==> src/rtl/ahb_lite_reg_bridge.sv <==
// AHB-Lite slave front end: turns pipelined address/data phases into a one-cycle
// register access strobe, with optional wait states and a two-cycle ERROR response.
module ahb_lite_reg_bridge #(
  parameter int ADDRWIDTH   = 12,
  parameter int WAIT_STATES = 0
) (
  input  logic                 hclk,
  input  logic                 hresetn,
  input  logic                 hsels,
  input  logic [ADDRWIDTH-1:0] haddrs,
  input  logic [1:0]           htranss,
  input  logic [2:0]           hsizes,
  input  logic                 hwrites,
  input  logic                 hreadys,
  input  logic [31:0]          hwdatas,
  output logic                 hreadyouts,
  output logic                 hresps,
  output logic [31:0]          hrdatas,
  output logic [ADDRWIDTH-1:0] addr,
  output logic                 read_en,
  output logic                 write_en,
  output logic [3:0]           byte_strobe,
  output logic [31:0]          wdata,
  input  logic [31:0]          rdata
);

  typedef enum logic [2:0] {
    ST_IDLE,
    ST_WAIT,
    ST_ACCESS,
    ST_ERR1,
    ST_ERR2
  } state_e;

  // Counter preload; the WAIT state leaves as soon as the counter reads zero,
  // so WAIT_STATES-1 here yields exactly WAIT_STATES low-HREADYOUT cycles.
  localparam logic [1:0] WAIT_LOAD = (WAIT_STATES > 0) ? 2'(WAIT_STATES - 1) : 2'd0;

  state_e                 state_q, state_d;
  logic [1:0]             cnt_q, cnt_d;
  logic [ADDRWIDTH-1:0]   addr_q, addr_d;
  logic                   write_q, write_d;
  logic [3:0]             strobe_q, strobe_d;
  logic                   hreadyout_q;
  logic                   hresp_q;
  logic                   read_en_q;
  logic                   write_en_q;
  logic [3:0]             byte_strobe_q;

  logic                   trans_req;
  logic                   can_accept;
  logic                   accept;
  logic                   size_err;
  logic                   align_err;
  logic                   xfer_err;
  logic [3:0]             strobe_gen;

  // Address-phase decode
  assign trans_req  = hsels & hreadys & htranss[1];
  assign can_accept = (state_q == ST_IDLE) || (state_q == ST_ACCESS) || (state_q == ST_ERR2);
  assign accept     = trans_req & can_accept;

  assign size_err  = (hsizes > 3'd2);
  assign align_err = ((hsizes == 3'd1) && haddrs[0]) ||
                     ((hsizes == 3'd2) && (haddrs[1:0] != 2'b00));
  assign xfer_err  = size_err | align_err;

  // NOTE: every variable written in always_comb gets a default first, so no
  // path through the block can leave it unassigned and infer a latch.
  always_comb begin
    strobe_gen = 4'b0000;
    unique case (hsizes)
      3'd0:    strobe_gen = 4'b0001 << haddrs[1:0];
      3'd1:    strobe_gen = haddrs[1] ? 4'b1100 : 4'b0011;
      3'd2:    strobe_gen = 4'b1111;
      default: strobe_gen = 4'b0000;
    endcase
  end

  // Transfer attributes are captured only when a transfer is accepted
  assign addr_d   = accept ? {haddrs[ADDRWIDTH-1:2], 2'b00} : addr_q;
  assign write_d  = accept ? hwrites : write_q;
  assign strobe_d = accept ? strobe_gen : strobe_q;

  always_comb begin
    state_d = state_q;
    cnt_d   = cnt_q;
    unique case (state_q)
      ST_IDLE, ST_ACCESS, ST_ERR2: begin
        if (accept) begin
          if (xfer_err) begin
            state_d = ST_ERR1;
          end else if (WAIT_STATES == 0) begin
            state_d = ST_ACCESS;
          end else begin
            state_d = ST_WAIT;
            cnt_d   = WAIT_LOAD;
          end
        end else begin
          state_d = ST_IDLE;
        end
      end
      ST_WAIT: begin
        if (cnt_q == 2'd0) begin
          state_d = ST_ACCESS;
        end else begin
          cnt_d = cnt_q - 2'd1;
        end
      end
      ST_ERR1: state_d = ST_ERR2;
      default: state_d = ST_IDLE;
    endcase
  end

  // NOTE: hresetn is asynchronous and active-low; sequential state uses
  // non-blocking assignments so every register samples pre-edge values.
  always_ff @(posedge hclk or negedge hresetn) begin
    if (!hresetn) begin
      state_q       <= ST_IDLE;
      cnt_q         <= 2'd0;
      addr_q        <= '0;
      write_q       <= 1'b0;
      strobe_q      <= 4'b0000;
      hreadyout_q   <= 1'b1;
      hresp_q       <= 1'b0;
      read_en_q     <= 1'b0;
      write_en_q    <= 1'b0;
      byte_strobe_q <= 4'b0000;
    end else begin
      state_q       <= state_d;
      cnt_q         <= cnt_d;
      addr_q        <= addr_d;
      write_q       <= write_d;
      strobe_q      <= strobe_d;
      // Outputs are decoded from the next state so they line up with it
      hreadyout_q   <= !((state_d == ST_WAIT) || (state_d == ST_ERR1));
      hresp_q       <= (state_d == ST_ERR1) || (state_d == ST_ERR2);
      read_en_q     <= (state_d == ST_ACCESS) && !write_d;
      write_en_q    <= (state_d == ST_ACCESS) && write_d;
      byte_strobe_q <= (state_d == ST_ACCESS) ? strobe_d : 4'b0000;
    end
  end

  assign hreadyouts  = hreadyout_q;
  assign hresps      = hresp_q;
  assign addr        = addr_q;
  assign read_en     = read_en_q;
  assign write_en    = write_en_q;
  assign byte_strobe = byte_strobe_q;
  assign wdata       = hwdatas;
  // Register file read data is only forwarded during a read access cycle
  assign hrdatas     = read_en_q ? rdata : 32'h0000_0000;

endmodule
==> config.mk <==
export PLATFORM = sky130hd
export DESIGN_NAME = ahb_lite_reg_bridge
export DESIGN_NICKNAME = d
export VERILOG_FILES = /design/src/rtl/ahb_lite_reg_bridge.sv
export SDC_FILE = /design/constraint.sdc
export NUM_CORES = 1
export LEC_CHECK = 0
export CORE_MARGIN = 2
export CORE_UTILIZATION = 32
export CTS_CLUSTER_SIZE = 12
export DETAILED_ROUTE_END_ITERATION = 8
export HOLD_SLACK_MARGIN = 0.1
export PLACE_DENSITY_LB_ADDON = 0.05
export SYNTH_ARGS = -nofsm -noshare
export SYNTH_HDL_FRONTEND = slang
export SYNTH_SLANG_ARGS = --single-unit
==> constraint.sdc <==
create_clock -name hclk -period 2.68 [get_ports hclk]
set_input_delay 0.536 -clock hclk [delete_from_list [all_inputs] [get_ports hclk]]
set_output_delay 0.536 -clock hclk [all_outputs]
set_load 0.01 [all_outputs]
### Yosys cells after proc, flatten, opt, wreduce, memory -nomap -nowiden

Cells that the tools add are included.
Widths: inputs -> output; s select.

* output and inout port bits: 84
* bits in registers: 28
* input port bits: 86

* shift-type cells: 1
* mux-type cells: 10
* $lt $le $gt $ge: 1
* bitwise operators: 5
* eq/ne operators: 10
* add/subtract/negate cells: 1
* reduce and logical (&&, ||, !) cells: 17

Operators with widths (number)
* $mux 32: 1
* $eq 3x2->1 const B: 5
* $mux 4: 3
* $pmux 4 s3: 1
* $eq 3x1->1 const B: 3
* $pmux 3 s3: 1
* $eq 3x3->1 const B: 2
* $logic_not 3->1: 2
* $mux 3: 2
* $logic_or 1x1->1: 5
* $logic_and 1x1->1: 4
* $shl 1x2->4 const A: 1
* $and 1x1->1: 3
* $gt 3x2->1 const B: 1
* $reduce_or 3->1: 1
* $logic_not 1->1: 2
* $logic_not 2->1: 1
* $mux 1: 2
* $reduce_and 2->1: 1
* $reduce_bool 2->1: 1
* $sub 2x1->2 const B: 1
* $not 1->1: 1
* $or 1x1->1: 1

### Longest topological paths before layout

Gate-level depths: netlist of run 1.

* depth in word-level cells: 10
* depth in mapped cells: 5

### Least setup slack after synthesis of run 1

No wires, ideal clock.

* path kind: in2reg
* from: in hsels
* to: reg addr_q[10], in the netlist addr[10]
* setup slack: 1.119 ns
* data arrival time: 1.436 ns
* stages: 5
* required time: 2.555 ns
* setup time: 0.125 ns
* cells stage by stage: nand4b_4 -> or2_1 -> buf_6 -> buf_12 -> mux2_4

* word-level cells in the longest chain between the ends: 3

RTL lines
* start: declaration: line 9 `input logic hsels,`
* $and 1x1->1 (2 in a row): line 59 `assign trans_req = hsels & hreadys & htranss[1];`
* $and 1x1->1: line 61 `assign accept = trans_req & can_accept;`
* end signal: assignment: line 132 `addr_q <= addr_d;`
* end: declaration: line 41 `logic [ADDRWIDTH-1:0] addr_q, addr_d;`

Every way passes these cells.
A chain may end at the register's enable or synchronous reset.

### Worst setup path after layout of run 1

* from: reg read_en_q, in the netlist read_en
* to: out hrdatas[29]

* word-level cells in the longest chain between the ends: 1

RTL lines
* start: declaration: line 46 `logic read_en_q;`
* start signal: assignment: line 138 `read_en_q <= (state_d == ST_ACCESS) && !write_d;`
* $mux 32: line 152 `assign hrdatas = read_en_q ? rdata : 32'h0000_0000;`
* end: declaration: line 18 `output logic [31:0] hrdatas,`

Every way passes these cells.

==> results of run 1 <==
worst max-delay path, delay by kind of cell (launching register included):
kind          cells  cell delay, ns
flops             1            0.75
buf+inv           1            0.54
simple gates      1            0.23
synth_stat cells, drive strengths merged, types with 2 or more instances:
cell / number
a21oi: 5
nand2b: 3
and2: 34
clkbuf: 3
nand2: 5
inv: 5
dfrtp: 27
nor2: 2
a32o: 2
buf: 36
mux2: 13
o31ai: 3
o21ai: 6
sequential cells by signal, indices dropped and copies added (netlist names):
| register | cells |
|---|---|
| write_q | 1 |
| write_en | 1 |
| hreadyouts | 1 |
| hresps | 1 |
| cnt_q | 2 |
| state_q | 3 |
| strobe_q | 4 |
| addr | 10 |
| read_en | 1 |
| byte_strobe | 4 |
power by group through the flow:
stage	Clock, W	Sequential (W)	Combinational, W
2_1_floorplan	0	0.000524	0.000150
3_3_place_gp	0	0.000511	0.000307
3_5_place_dp	0	0.000513	0.000311
4_1_cts	0.000273	0.000505	0.000313
5_1_grt	0.000292	0.000516	0.000333
6_report	0.000259	0.000504	0.000308
worst paths after layout:
check	startpoint	endpoint	cells after the start	slack, ns
setup / recovery	read_en$_DFF_PN0_	hrdatas[29]	2	0.34
setup reg to reg	state_q[1]$_DFF_PN0_	addr[6]$_DFFE_PN0N_	3	0.88
max in group asynchronous	hresetn	hreadyouts$_DFF_PN1_	2	1.74
hold / removal	strobe_q[0]$_DFF_PN0_	byte_strobe[0]$_DFF_PN0_	2	0.48
min in group asynchronous	hresetn	byte_strobe[1]$_DFF_PN0_	2	0.63
hold reg to reg	strobe_q[0]$_DFF_PN0_	byte_strobe[0]$_DFF_PN0_	2	0.48
layer usage:
layer | vias to the layer above | wire (µm) | GRT usage [%] | part of all wire [%]
li1 | 637 | - | - | -
met1 | 608 | 1710 | 18.1 | 38
met2 | 101 | 2140 | 24.1 | 47
met3 | 5 | 630 | 8.82 | 14
met4 | 0 | 41 | 3.75 | 0.91
met5 | - | 0 | 0 | 0
cell families (layout without fill, tap and decap cells):
family | count (synthesis) | in the layout
DFF | 28 | 28
other | 1 | 2
muxes | 13 | 13
adders and majority gates | 1 | 1
buffers and inverters | 44 | 112
AOI/OAI and AO/OA | 21 | 21
and+or+nand+nor | 52 | 52
xor gates and xnor gates | 1 | 1
stage by stage:
stage               utilization [%]  instances
floorplan                         -        162
global placement               49.5        296
detailed placement             49.5        296
CTS                            50.5        300
global route                   50.5        300
finish                         50.5        300
layout make-up:
cell class                 count  share of cell area, %
timing repair buffer         103                   39.8
tap                           70                   3.39
inverter                       5                  0.727
clock buffer                   4                   2.13
sequential                    28                   27.2
multi-input combinational     90                   26.7
==> flow_summary.toml, run 1 <==
[outcome]
status = "completed"

[cells_and_area]
layout_common_cells = "clkdlybuf4s50_1 (102), and2_1 (34), dfrtp_1 (27)"
area_delta_synth_final_pct = 51.5
final_common_cell = "clkdlybuf4s50_1"
diodes = 0
final.fill_count = 471
drive_gt1_share_pct = 9.13
ff_latch_area_um2 = 702
final_nets = 318
final_area_um2 = 2580
multi_input_area_um2 = 689

[setup_path]
start_kind = "register"
crit_path_max_incr_delay_ns = 0.75
critical_path.slowest_cell = "dfrtp_1"
cp-end-kind = "output port"
worst_ep_arrival_time_ns = 1.81
critPathKind = "register to output port"
path_cells = "and2_1, clkdlybuf4s50_1"
crit_fanout = 33
cp.required_ns = 2.14

[pwr]
switchingPower_w = 0.000259
total_power_w = 0.00107
clock_power_share_pct = 24.1
cellLeakagePower_nw = 1.10
vdd_drop_max_mv = 0.334
seqPwrFrac_pct = 47.1
combinationalPowerShare_pct = 28.8
p_int_w = 0.000812
swShare_pct = 24.2
p_per_area_nw_per_um2 = 415

[yosys]
yosysTopAreaCellShare_pct = 39.6
yosysWarnings = 0
synth_top_family_by_area = "simple AND/OR/NAND/NOR gates"
synth_edf_count = 0
synth_fa_ha_area_share_pct = 0.734
ys_top_cells_by_area = "dfrtp_1 (40%), buf_4 (15%), and2_1 (12%)"
async_flop_share_pct = 100
synth_top_cell_by_area = "dfrtp_1"
synth-xor-area-share_pct = 0.514
mappedNetlistArea_um2 = 1700
ys.flop_type = "dfrtp_1"
synth_compound_area_share_pct = 8.66
avgSynthCellArea_um2 = 10.6
yosys.area_share.simple_pct = 20.2
synth-seq-area-share_pct = 41.2
syn_inst = 161
synth_seq_cells = 28
muxShareOfSynthArea_pct = 9.91
ys_types = 33

[cts]
cts_setup_buffers = 0
ctsHoldBuffers = 0
cts.sinks = 28
clockRootBuffer = "clkbuf_8"
htreeDepth = 1
clk_latency_ns = 0.27
clk_path_buf_depth = 2
cts-buffers-inserted = 3
ctsResizeCount = 0
cts_tree = "built"
path_clk_slew_ns = 0.09

[timing]
post-route-period-util_pct = 87.4
min_period_ns = 2.34
fin_tns_setup_ns = 0
slew_headroom_pct = 37.6
slew_violations = 0
max_freq_ghz = 0.427
max_slew.worst_pin.slew_ns = 0.924
setup_viol = 0
hold_violations = 0
grt_setup_unrepaired = "false"
hold_slack_ns = 0.481
fin_ws_ns = 0.339
fin_skew_ns = 0.00292

[floorplanning]
die_h_um = 77.0
core_um2 = 5110
chipWidth_um = 77.0
initial_core_util_pct = 33.4
die-area_um2 = 5930
num_rows = 26
ios = 170

[global_routing]
gr-total-overflow = 0
grt_pass1_wl_um = 7460
antenna_found_initial = 0
grt_max_degree = 34
grt_pass1_vias = 1405
grt_use_total_pct = 15.4

[route]
first_pass_iters = 4
drc = 0
wirelength_um = 4520
viasPerCell = 4.50
num_vias = 1351
wl_per_cell_um = 15.1
drt_iter0_drc = 17
postRouteAntennaNets = 0

[placement]
place_ws_ns = 0.340
dp_hpwl_um = 3700
gp_congestion = 0.824
io_buffers = 102
dpl-instance-area_um2 = 2530

[job]
cap_viol_max_count = 0

[min_path]
hp-class = "register to register"
(Power assumes the default switching activity.)
==> inputs of run 2 (changes only) <==
--- a/config.mk
+++ b/config.mk
@@ -6,7 +6,7 @@
 export NUM_CORES = 1
 export LEC_CHECK = 0
 export CORE_MARGIN = 2
-export CORE_UTILIZATION = 32
+export CORE_UTILIZATION = 27
 export CTS_CLUSTER_SIZE = 12
 export DETAILED_ROUTE_END_ITERATION = 8
 export HOLD_SLACK_MARGIN = 0.1
==> constraint.sdc (replaced) <==
create_clock -name hclk -period 2.02 [get_ports hclk]
set_input_delay 0.404 -clock hclk [delete_from_list [all_inputs] [get_ports hclk]]
set_output_delay 0.404 -clock hclk [all_outputs]
set_load 0.01 [all_outputs]
==> run 2 against run 1 <==
Against the previous run: die area grew 18%; clock-buffer cell count unchanged; combinational power up 38%; power up 33%; final cell count up 4.3%; critical endpoint is now hrdatas[25]; clock skew fell by 0.0012 ns; critical path type is now primary input to output port; sequential share of layout area is 0.89 points lower; via count grew 1.3%; setup slack worse by 0.25 ns; core utilization shrank 6.2 points; design area increased by 3.6%.
==> flow_summary.toml, run 2 (synthesis results as in run 1) <==
[route]
first_pass_iters = 4
num_vias = 1368
postRouteAntennaNets = 0
drt_iter0_drc = 34
wl_per_cell_um = 15.4
viasPerCell = 4.37
wirelength_um = 4810
drc = 0

[setup_path]
cp_common_cell = "clkdlybuf4s50_1"
cp-end-kind = "output port"
crit_fanout = 1
r2r_slack_ns = 0.53
worst_ep_arrival_time_ns = 1.53
cp.required_ns = 1.62
critPathKind = "primary input to output port"
cp.depth = 3
path_buf_inv = 2
start_kind = "primary input"
reg2reg_from = "state_q[0]$_DFF_PN0_"
critical_path.slowest_cell = "clkdlybuf4s50_1"
path_cells = "clkdlybuf4s50_1, and2_1, clkdlybuf4s50_1"
crit_family = "buffers and inverters"
timing.rr.end = "addr[7]$_DFFE_PN0N_"
crit_path_max_incr_delay_ns = 0.54
cp-endpoint = "hrdatas[25]"
crit_path_start = "rdata[25]"
ff2ff_path_depth = 4

[job]
cap_viol_max_count = 0

[timing]
hold_violations = 0
setup_viol = 0
max_freq_ghz = 0.518
fin_tns_setup_ns = 0
slew_violations = 0
fin_skew_ns = 0.00175
post-route-period-util_pct = 95.6
min_period_ns = 1.93
grt_setup_unrepaired = "false"

[cells_and_area]
diodes = 0
area_delta_synth_final_pct = 56.9
largest_reg_flops = 10
layout_common_cells = "clkdlybuf4s50_1 (102), and2_1 (34), dfrtp_1 (26)"
final_common_cell = "clkdlybuf4s50_1"
final_area_um2 = 2670
final_nets = 326
drive_gt1_share_pct = 12.6
final.fill_count = 583

[floorplanning]
die-area_um2 = 6960
ios = 170
num_rows = 28
core_um2 = 6030
initial_core_util_pct = 28.3
die_h_um = 83.4
chipWidth_um = 83.4

[placement]
dp_hpwl_um = 4070
dpl-instance-area_um2 = 2610
gp_congestion = 0.873
io_buffers = 102

[min_path]
hp-class = "primary input to async pin"

[cts]
cts_tree = "built"
cts.sinks = 28
clockRootBuffer = "clkbuf_8"
cts-buffers-inserted = 3
path_clk_slew_ns = 0.09
clk_path_buf_depth = 2
clk_latency_ns = 0.27
ctsHoldBuffers = 0
htreeDepth = 1

[global_routing]
gr-total-overflow = 0
grt_pass1_wl_um = 7730
grt_pass1_vias = 1442
antenna_found_initial = 0
grt_max_degree = 29
grt_use_total_pct = 13.4

[pwr]
p_per_area_nw_per_um2 = 535
cellLeakagePower_nw = 1.15
vdd_drop_max_mv = 0.460

[outcome]
status = "completed"
-- run 2: changes by cell type in the layout (fill, tap and decap cells not counted) --
cell / previous run / this run
buf_12: 0 / 2
dfrtp_2: 0 / 1
buf_4: 1 / 7
dfrtp_1: 27 / 26
-- run 2: cell type report --
cell class / instances / area (µm²) / share of cell area (%)
repair buffers: 111 / 1110 / 41.6
clock buffers: 4 / 55.1 / 2.06
well taps: 75 / 93.8 / 3.51
flip-flops and latches: 28 / 703 / 26.3
multi-input cells: 90 / 689 / 25.8
inverters: 5 / 18.8 / 0.702
-- run 2: worst min path at each step --
stage / start / end / slack, ns / cells after the start
after floorplan: hresetn / addr[10]$_DFFE_PN0N_ / 0.11 / 0
after global placement: strobe_q[2]$_DFF_PN0_ / byte_strobe[2]$_DFF_PN0_ / 0.47 / 2
after detailed placement: strobe_q[0]$_DFF_PN0_ / byte_strobe[0]$_DFF_PN0_ / 0.46 / 2
after CTS: strobe_q[0]$_DFF_PN0_ / byte_strobe[0]$_DFF_PN0_ / 0.50 / 2
after global routing: hresetn / cnt_q[0]$_DFFE_PN0P_ / 0.51 / 2
final: hresetn / addr[3]$_DFFE_PN0N_ / 0.50 / 2
-- run 2: per-layer routing --
| layer | part of all wire [%] | up-vias | wire length [µm] | track usage (%) |
|---|---|---|---|---|
| met1 | 38 | 623 | 1820 | 14.7 |
| met4 | 1.1 | 0 | 54 | 2.64 |
| met3 | 9.2 | 6 | 443 | 4.77 |
| met5 | 0 | - | 0 | 0.758 |
| met2 | 52 | 87 | 2490 | 25.0 |
| li1 | - | 652 | - | - |
-- run 2: power breakdown --
group          leakage, nW  switching [W]  internal, W
clock               0.0288       0.000163     0.000174
sequential           0.357      0.0000381     0.000629
combinational        0.761       0.000139     0.000286
-- run 2: metrics by stage --
| step | util [%] | cells | total power (W) | hold slack [ns] | worst slack, ns |
|---|---|---|---|---|---|
| floorplan | - | 162 | 0.000895 | 0.108 | 0.545 |
| global placement | 43.3 | 308 | 0.00110 | 0.468 | 0.0709 |
| detailed placement | 43.3 | 308 | 0.00111 | 0.463 | 0.0605 |
| CTS | 44.2 | 312 | 0.00146 | 0.497 | 0.0218 |
| global route | 44.4 | 313 | 0.00151 | 0.512 | 0.0417 |
| finish | 44.4 | 313 | 0.00143 | 0.499 | 0.0897 |
-- run 2: what timing repair did --
action | in CTS | in global routing
gates resized for setup | 1 | 0
endpoints found under the setup margin | 22 | 22
setup buffers | 0 | 1
==> inputs of run 3 (changes only) <==
--- a/config.mk
+++ b/config.mk
@@ -6,7 +6,7 @@
 export NUM_CORES = 1
 export LEC_CHECK = 0
 export CORE_MARGIN = 2
-export CORE_UTILIZATION = 27
+export CORE_UTILIZATION = 25
 export CTS_CLUSTER_SIZE = 12
 export DETAILED_ROUTE_END_ITERATION = 8
 export HOLD_SLACK_MARGIN = 0.1
==> run 3 against run 2 <==
Against the previous run: design area about the same; fmax increased by 0.12%; combinational power hardly changed; largest cell class unchanged.
==> flow_summary.toml, run 3 (synthesis results as in run 1) <==
[floorplanning]
core_um2 = 6680
die-area_um2 = 7490
ios = 170
num_rows = 30
die_h_um = 86.6
chipWidth_um = 86.6
initial_core_util_pct = 25.5

[cells_and_area]
layout_common_cells = "clkdlybuf4s50_1 (102), and2_1 (34), dfrtp_1 (27)"
area_delta_synth_final_pct = 56.8
final_common_cell = "clkdlybuf4s50_1"
largest_reg_flops = 10
drive_gt1_share_pct = 11.4
diodes = 0
final_util_pct = 40.0
final_nets = 324

[route]
drt_iter0_drc = 25
viasPerCell = 4.48
first_pass_iters = 4
wirelength_um = 4590
drc = 0
num_vias = 1416
postRouteAntennaNets = 0
wl_per_cell_um = 14.5

[timing]
max_freq_ghz = 0.519
fin_tns_setup_ns = 0
slew_violations = 0
min_period_ns = 1.93
hold_violations = 0
post-route-period-util_pct = 95.4
setup_viol = 0
grt_setup_unrepaired = "false"
fin_skew_ns = 0.00595
hold_slack_ns = 0.500

[global_routing]
grt_use_total_pct = 11.3
gr-total-overflow = 0
grt_pass1_wl_um = 6740
antenna_found_initial = 0
grt_max_degree = 34
grt_pass1_vias = 1372

[setup_path]
start_kind = "primary input"
cp.required_ns = 1.62
crit_path_start = "rdata[29]"
worst_ep_arrival_time_ns = 1.52
cp-end-kind = "output port"
crit_fanout = 1
timing.rr.end = "addr[9]$_DFFE_PN0N_"
reg2reg_from = "state_q[2]$_DFF_PN0_"
r2r_slack_ns = 0.53
ff2ff_path_depth = 4
critPathKind = "primary input to output port"

[placement]
io_buffers = 102
dp_hpwl_um = 3720
gp_congestion = 0.848

[cts]
path_clk_slew_ns = 0.10
clk_path_buf_depth = 2
htreeDepth = 1
clockRootBuffer = "clkbuf_8"
cts_setup_buffers = 0
ctsHoldBuffers = 0
cts.sinks = 28
cts_tree = "built"
clk_latency_ns = 0.27
cts-buffers-inserted = 3

[job]
cap_viol_max_count = 0

[pwr]
p_per_area_nw_per_um2 = 572
vdd_drop_max_mv = 0.371
cellLeakagePower_nw = 1.14

[outcome]
status = "completed"

[min_path]
hp-class = "primary input to async pin"
==> run 3: cell count changes in the layout (fill, tap and decap cells not counted), sizes merged <==
| cell | change |
|---|---|
| buf | -2 |
| bufinv | +1 |
| clkbuf | -1 |
==> run 3: how the worst max path moves through the flow <==
stage               slack, ns                   end  cells past startpoint
floorplan                0.55  addr[10]$_DFFE_PN0N_                      5
global placement         0.09           hrdatas[29]                      3
detailed placement       0.08           hrdatas[29]                      3
CTS                      0.02           hrdatas[27]                      3
global route            0.009           hrdatas[27]                      3
finish                   0.09           hrdatas[29]                      3
==> run 3: power by group <==
part,internal (W),switching (W),total [W]
clock network,0.000265,0.000173,0.000439
logic,0.000282,0.000140,0.000422
registers,0.000629,0.0000377,0.000666
==> run 3: worst max-delay path: stages <==
cell             delay, ns
clkdlybuf4s50_1       0.47
and2_1                0.12
clkdlybuf4s50_1       0.53
==> run 3: layout make-up <==
type,count,area [µm²]
Inverter,5,18.8
Sequential cell,28,702
Clock buffer,3,41.3
Multi-Input combinational cell,90,689
Clock inverter,1,30.0
Timing Repair Buffer,109,1090
Fill cell,668,4010
Tap cell,80,100
==> run 3: timing repair <==
action / 4_1_cts / 5_1_grt
hold endpoints to repair: 0 / 0
gates resized for setup: 0 / 1
setup endpoints to repair: 0 / 32
==> run 3: stage by stage <==
step / total power, W / instance area (µm²) / std cells / setup slack, ns
after floorplan: 0.000895 / 1710 / 162 / 0.545
after global routing: 0.00161 / 2670 / 316 / 0.00929
after global placement: 0.00109 / 2600 / 312 / 0.0898
after CTS: 0.00156 / 2670 / 316 / 0.0172
final: 0.00153 / 2670 / 316 / 0.0920
after detailed placement: 0.00110 / 2600 / 312 / 0.0781
==> run 3: metal layers <==
metal | GRT usage [%] | up-vias | part of all wire, %
met5 | 0 | - | 0
met4 | 2.98 | 0 | 0.83
met3 | 4.00 | 4 | 12
met2 | 20.6 | 106 | 51
met1 | 12.2 | 659 | 36
li1 | - | 647 | -
